--- src/rtl/physics_pkg.sv ---
// Shared types and constants for the physics update scheduler.
package physics_pkg;

  typedef enum logic [1:0] {
    IDLE  = 2'd0,
    ISSUE = 2'd1,
    WAIT  = 2'd2,
    NEXT  = 2'd3
  } state_t;

  localparam logic [7:0] KEY_JUMP  = 8'h1A;
  localparam logic [7:0] KEY_LEFT  = 8'h04;
  localparam logic [7:0] KEY_RIGHT = 8'h07;

  localparam int GRAV_DIV_DEF = 4;
  localparam int XIN_DIV_DEF  = 4;
  localparam int YIN_DIV_DEF  = 16;

endpackage

--- src/rtl/physics_frame_divider.sv ---
// Sweep-rate divider: counts sweep starts and fires once the count reaches LIMIT.
// With SATURATE set, the count parks at LIMIT until the gate allows it to fire.
module frame_divider #(
  parameter int LIMIT    = 3,
  parameter bit SATURATE = 1'b0
) (
  input  logic clk,
  input  logic reset,
  input  logic step,
  input  logic gate,
  output logic fire
);

  localparam int CW = $clog2(LIMIT + 2);
  localparam logic [CW-1:0] LIM = CW'(LIMIT);

  logic [CW-1:0] count;

  // fire looks at the count before this sweep's increment, so it can be
  // latched by the scheduler on the same edge that advances the counter.
  assign fire = gate && (count >= LIM);

  always_ff @(posedge clk) begin
    if (reset) begin
      count <= '0;
    end else if (step) begin
      if (fire) begin
        count <= '0;
      end else if (!(SATURATE && (count >= LIM))) begin
        count <= count + 1'b1;
      end
    end
  end

endmodule

--- src/rtl/physics_sched.sv ---
// Time-multiplexes one motion-update datapath across N_ENT entities, one sweep
// per video frame, with one frame of tick queueing and a sticky overrun flag.
module physics_sched
  import physics_pkg::*;
#(
  parameter int N_ENT    = 4,
  parameter int GRAV_DIV = GRAV_DIV_DEF,
  parameter int XIN_DIV  = XIN_DIV_DEF,
  parameter int YIN_DIV  = YIN_DIV_DEF
) (
  input  logic                     clk,
  input  logic                     reset,
  input  logic                     frame_tick,
  input  logic [7:0]               keycode,
  input  logic [N_ENT-1:0]         ent_en,
  input  logic                     upd_ready,
  input  logic                     upd_done,
  output logic                     upd_valid,
  output logic [$clog2(N_ENT)-1:0] upd_idx,
  output logic                     grav_en,
  output logic                     xin_en,
  output logic                     yin_en,
  output logic [7:0]               key_out,
  output logic                     busy,
  output logic                     frame_done,
  output logic                     overrun
);

  localparam int IW = $clog2(N_ENT);
  localparam logic [IW-1:0] LAST = IW'(N_ENT - 1);

  state_t          state;
  logic            pending;
  logic [N_ENT-1:0] mask;
  logic            start;
  logic [IW-1:0]   idx_inc;
  logic            grav_fire;
  logic            xin_fire;
  logic            yin_fire;

  assign start   = (state == IDLE) && (frame_tick || pending);
  assign idx_inc = upd_idx + 1'b1;

  frame_divider #(.LIMIT(GRAV_DIV - 1), .SATURATE(1'b0)) u_grav (
    .clk(clk), .reset(reset), .step(start), .gate(1'b1), .fire(grav_fire)
  );

  frame_divider #(.LIMIT(XIN_DIV - 1), .SATURATE(1'b0)) u_xin (
    .clk(clk), .reset(reset), .step(start), .gate(1'b1), .fire(xin_fire)
  );

  frame_divider #(.LIMIT(YIN_DIV), .SATURATE(1'b1)) u_yin (
    .clk(clk), .reset(reset), .step(start), .gate(keycode == KEY_JUMP), .fire(yin_fire)
  );

  // NOTE: every state and output register uses <= so all of them update from
  // the same pre-edge values; a blocking assignment here would leak ordering.
  always_ff @(posedge clk) begin
    if (reset) begin
      state      <= IDLE;
      upd_idx    <= '0;
      upd_valid  <= 1'b0;
      grav_en    <= 1'b0;
      xin_en     <= 1'b0;
      yin_en     <= 1'b0;
      key_out    <= 8'h00;
      busy       <= 1'b0;
      frame_done <= 1'b0;
      pending    <= 1'b0;
      overrun    <= 1'b0;
      mask       <= '0;
    end else begin
      frame_done <= 1'b0;

      if (frame_tick && (state != IDLE)) begin
        if (pending) overrun <= 1'b1;
        else         pending <= 1'b1;
      end

      case (state)
        IDLE: begin
          if (start) begin
            state     <= ISSUE;
            busy      <= 1'b1;
            mask      <= ent_en;
            upd_idx   <= '0;
            upd_valid <= ent_en[0];
            grav_en   <= grav_fire;
            xin_en    <= xin_fire;
            yin_en    <= yin_fire;
            key_out   <= keycode;
            // A queued tick starts this sweep; a fresh tick arriving with it re-queues.
            pending   <= pending && frame_tick;
          end
        end

        ISSUE: begin
          if (mask[upd_idx]) begin
            if (upd_ready) begin
              upd_valid <= 1'b0;
              state     <= WAIT;
            end
          end else if (upd_idx == LAST) begin
            state <= NEXT;
          end else begin
            upd_idx   <= idx_inc;
            upd_valid <= mask[idx_inc];
            key_out   <= 8'h00;
          end
        end

        WAIT: begin
          if (upd_done) state <= NEXT;
        end

        NEXT: begin
          if (upd_idx == LAST) begin
            state      <= IDLE;
            busy       <= 1'b0;
            frame_done <= 1'b1;
            upd_idx    <= '0;
            grav_en    <= 1'b0;
            xin_en     <= 1'b0;
            yin_en     <= 1'b0;
            key_out    <= 8'h00;
          end else begin
            state     <= ISSUE;
            upd_idx   <= idx_inc;
            upd_valid <= mask[idx_inc];
            key_out   <= 8'h00;
          end
        end

        default: state <= IDLE;
      endcase
    end
  end

endmodule

--- config.mk ---
export PLATFORM = sky130hd
export DESIGN_NAME = physics_sched
export DESIGN_NICKNAME = d
export VERILOG_FILES = /design/src/rtl/physics_pkg.sv /design/src/rtl/physics_frame_divider.sv /design/src/rtl/physics_sched.sv
export SDC_FILE = /design/constraint.sdc
export NUM_CORES = 1
export LEC_CHECK = 0
export CAP_MARGIN = 15
export CORE_MARGIN = 2
export CORE_UTILIZATION = 55
export CTS_CLUSTER_SIZE = 12
export DETAILED_ROUTE_END_ITERATION = 10
export PLACE_DENSITY = 0.83
export SETUP_SLACK_MARGIN = 0.1
export SYNTH_ARGS = -nofsm -noshare
export SYNTH_HDL_FRONTEND = slang
export SYNTH_HIERARCHICAL = 1
export SYNTH_SLANG_ARGS = --single-unit
--- constraint.sdc ---
create_clock -name clk -period 5.3 [get_ports clk]
set_input_delay 1.06 -clock clk [delete_from_list [all_inputs] [get_ports clk]]
set_output_delay 1.06 -clock clk [all_outputs]
set_load 0.05 [all_outputs]
# ---- Yosys cells after proc, flatten, opt, wreduce, memory -nomap -nowiden
# Cells that the tools add are included.
dict set report totals {
  inputBits 17
  ff_bits 35
  output_inout_bits 17
  elab_cells 97
}
dict set report classes {
  n_mux 42
  bitwise 1
  eq_ne 13
  n_addsub 4
  reduce_logical 17
  magnitude_cmp 5
}
# operator count
set op_table {}
lappend op_table {{$mux W8} 3}
lappend op_table {{$pmux W8 S3} 1}
lappend op_table {{$mux W2} 9}
lappend op_table {{$mux W1} 16}
lappend op_table {{$ne A2 B2 Y1 const B} 6}
lappend op_table {{$mux W5} 2}
lappend op_table {{$eq A8 B5 Y1 const B} 1}
lappend op_table {{$pmux W1 S2} 4}
lappend op_table {{$pmux W2 S4} 1}
lappend op_table {{$reduce_and A4 Y1} 2}
lappend op_table {{$add A3 B1 Y3 const B} 2}
lappend op_table {{$eq A2 B2 Y1 const B} 3}
lappend op_table {{$ge A3 B2 Y1 const B} 2}
lappend op_table {{$lt A2 B3 Y1 const B} 2}
lappend op_table {{$mux W3} 2}
lappend op_table {{$ne A3 B3 Y1 const B} 2}
lappend op_table {{$pmux W2 S3} 1}
lappend op_table {{$reduce_and A2 Y1} 3}
lappend op_table {{$reduce_and A3 Y1} 2}
lappend op_table {{$add A5 B1 Y5 const B} 1}
lappend op_table {{$ge A5 B5 Y1 const B} 1}
lappend op_table {{$bmux W1 S2} 2}
lappend op_table {{$logic_and A1 B1 Y1} 4}
lappend op_table {{$reduce_bool A2 Y1} 2}
lappend op_table {{8 further kinds} 8}

# ---- Logic depth before layout (Yosys ltp)
dict set report depth {
  ltp_word 6
  ltp_mapped 8
}

# ---- Hierarchy
# Netlist, hierarchy kept.
# mod instances area_each_um2 cells_per_inst
set modules_own_cells {}
lappend modules_own_cells {physics_sched 1 1162.4 120}
lappend modules_own_cells {{frame_divider (u_grav ...)} 2 180.2 22}
lappend modules_own_cells {{frame_divider (u_yin)} 1 239.0 27}

# ---- Worst setup path after synthesis
# No wires, ideal clock.
dict set report synth_timing {
  path_type {input port to flip-flop}
  startpoint {input frame_tick}
  endpoint {register u_yin.count[3]}
  t_arrival_ps 2247
  path_buffers 0
  path_stages 5
  path_slack_ps 2979
  setup_ps 74
  path_cell_list {o21ai_1 -> inv_1 -> inv_2 -> or4_1 -> a31oi_1}
}
dict set report synth_via {
  elab_chain_cells 3
}
# item line_no
set synth_rtl {}
lappend synth_rtl {{start, declared} physics_sched.sv:13} ;# input logic frame_tick,
lappend synth_rtl {{$logic_or A1 B1 Y1} physics_sched.sv:41} ;# assign start = (state == IDLE) && (frame_tick || pending);
lappend synth_rtl {{$logic_and A1 B1 Y1} physics_sched.sv:41}
lappend synth_rtl {{named net start} physics_sched.sv:35} ;# logic start;
lappend synth_rtl {{$reduce_and A2 Y1 (no line)} n/a}
lappend synth_rtl {{end signal, assigned} physics_frame_divider.sv:30} ;# count <= count + 1'b1;
lappend synth_rtl {{end, declared} physics_frame_divider.sv:17} ;# logic [CW-1:0] count;
# The timed path passes the listed nets, and every way through them passes these cells.
# A chain may end at the register's enable or synchronous reset.

# ---- Worst setup path after layout
dict set report layout_timing {
  startpoint {register upd_idx[0]}
  endpoint {output upd_idx[0]}
}
# item line_no
set layout_rtl {}
lappend layout_rtl {{start, declared} physics_sched.sv:19} ;# output logic [$clog2(N_ENT)-1:0] upd_idx,
lappend layout_rtl {{start signal, assigned} physics_sched.sv:106} ;# upd_idx <= idx_inc;
lappend layout_rtl {{start signal, assigned} physics_sched.sv:128} ;# upd_idx <= idx_inc;
# No word-level cell between the ends.

==> reports/results.ini <==
[power_and_ir_drop]
p_leak_nw=0.894
power_mw=1.02
ir_worst_vdd_mv=0.277
powerDensity_mw_per_mm2=462

[setup_path]
crit_arrival_ns=1.74
critPathBufInv=1
cp.required_ns=4.24
cp_top_family=buffers and inverters
endpoint_kind=output pin
startpoint_type=flop
path_cells=clkdlybuf4s50_1
crit_fanout=8
crit_type=flop to output pin
cpMaxStageDelayCell=clkdlybuf4s50_1
max_stage_delay_ns=0.87

[timing]
slew_headroom_pct=60.5
fin_crit_sh_pct=52.9
period_minus_slack_ns=2.80
tightest_slew_ns=0.588
fin_setup_tns_ns=0
hold_viol=0
max_freq_mhz=357
slew_violations=0
fin_worst_skew_ns=0.0101
hold-worst-slack_ns=0.485
finalSetupViolations=0
grt_setup_unrepaired=false

[global_route]
grt_antenna_before_repair=0
grt_pass1_vias=1586
grt_pass1_wl_mm=6.40
grtUsageMet2_pct=42.9
overflow=0
use_met1_pct=25.0
use_met3_pct=9.17
grt_usage_pct=23.5
busiest_layer=met2
grt_max_degree=35

[clock_network]
ctsLongestPathBuffers=2
clk_latency_ns=0.33
ctsRootBufferMaster=clkbuf_4
post_cts_resize_count=0
htreeDepth=2
cts_tree=yes
cts_buffers=5
hold_buffers=0
cts.clk_slew.worst_paths_ns=0.10
cts_sinks=35
postCtsSetupBuffers=0

[logic_synthesis]
ys_async_sr_fraction_pct=0
synth_cell_types=43
muxShareOfSynthArea_pct=8.31
avgSynthCellArea_um2=9.22
yosysSeqAreaShare_pct=39.8
netlist_instances=191
ys.flop_type=dfxtp_1
synth_compound_area_share_pct=21.2
synth-simple-area-share_pct=19.0
ys_warn_count=6
synth_fa_ha_area_share_pct=7.10
synth_top_family_by_area=compound AO/OA/AOI/OAI gates
synth_xor_area_share_pct=0
synth_edf_count=0
syn_area_mm2=0.00176
synth-seq-cells=35

[drt]
drc=0
drt_iter0_markers=63
avgViaCountPerCell=5.68
vias=1557
post_drt_wl_per_cell_um=14.1
first_pass_iters=8
antenna_left=0
wirelength_mm=3.85

[cells_and_area]
antennaDiodeCount=0
nNetsFinal=256
drive_gt1_share_pct=6.96
synthToLayoutAreaGrowth_pct=25.1
fin_area_mm2=0.00220
finalNonFillerCells=274

[floorplanning]
core_mm2=0.00305
fp.dieW_um=60.6
dieArea_mm2=0.00367
rows=20
dieHeight_um=60.6
start_util_pct=57.7
ios=34

[placed_design]
post-dp-hpwl_mm=2.86
dpl-instance-area_mm2=0.00214
portBuffers=33
placed_cells=266
gp_congestion=0.883

[run_status]
status=finished clean

[flow_run]
drv_cap=0

[min_path]
holdCritPathClass=flop to flop

-- cells in the mapped netlist, types with 2 or more instances --
cell	n	area, um2
a22o_1	9	78.8
o211ai_1	2	15.0
mux4_2	2	45.0
nand2b_1	9	56.3
a211o_1	3	26.3
a221oi_1	2	17.5
a22oi_1	3	22.5
nand2_1	5	18.8
o22ai_1	2	12.5
clkbuf_1	5	18.8
nand3_1	5	25.0
nand3b_1	4	30.0
a21oi_1	9	45.0
nor3b_1	2	15.0
o21ai_0	5	25.0
dfxtp_1	35	701
mux2i_1	9	90.1
nor2_1	25	93.8
nor2b_1	5	31.3
a31oi_1	3	18.8
inv_1	12	45.0
or3b_1	2	17.5
ha_1	10	125
a211oi_1	4	30.0
-- cells by family after synthesis --
| kind of cell | after synthesis |
|---|---|
| adder cells (fa/ha/maj) | 10 |
| other | 1 |
| flip-flops | 35 |
| AO/OA/AOI/OAI | 51 |
| buffers and inverters | 19 |
| multiplexers | 12 |
| AND/OR/NAND/NOR | 63 |
-- registers in the layout, summed over array words and instances (netlist names) --
name and cells:
frame_done 1, grav_en 1, u_xin/count 3, key_out 8, upd_idx 2, overrun 1, u_grav/count 3, mask 4
upd_valid 1, busy 1, xin_en 1, u_yin/count 5, yin_en 1, pending 1, state 2
-- placed cells by master, fill, tap and decap left out, types with 2 or more instances in the layout --
cell and instances:
dfxtp_1 35, conb_1 4, ha_1 10, nor2_1 25
inv_1 12, clkbuf_4 5, a22oi_1 3, o21ai_0 5
a22o_1 9, nand2_1 5, a21oi_1 9, a211o_1 3
nand3_1 5, nor3b_1 2, nand3b_1 4, clkbuf_8 2
mux4_2 2, mux2i_1 9, clkdlybuf4s50_1 33, o211ai_1 2
a221oi_1 2, a31oi_1 3, o22ai_1 2, a211oi_1 4
or3b_1 2, nor2b_1 5, nand2b_1 9
-- stage by stage --
step                utilization (%)  worst slack (ns)
global route                   72.2              2.40
CTS                            72.2              2.49
global placement               70.0              2.30
detailed placement             70.0              2.18
floorplan                         -              2.98
finish                         72.2              2.50
-- worst paths after layout --
check | startpoint | endpoint | slack [ns] | cells after the start
worst max-delay path | upd_idx[0] | upd_idx[0] | 2.50 | 1
worst min-delay path | key_out[6] | key_out[6] | 0.48 | 1
worst max register to register | state[0] | u_yin/count[3] | 2.89 | 7
worst min register to register | key_out[6] | key_out[6] | 0.48 | 1
-- area by class of cell --
cell class / count / area, um2
fill: 250 / 848
sequential: 35 / 701
inverter: 13 / 48.8
timing repair buffer: 34 / 338
tap: 44 / 55.1
clock buffer: 8 / 68.8
multi-input combinational: 140 / 993
-- where the power goes --
group | internal [mW] | switching [mW]
logic | 0.194 | 0.283
registers | 0.323 | 0.0553
clock network | 0.0781 | 0.0850
total | 0.595 | 0.424
-- metal layers --
metal	routed length (um)	vias to the layer above
met1	1660	736
li1	-	773
met3	219	6
met2	1920	42
met5	0	-
met4	53	0
Note: power is estimated with default switching activity, not from simulation.
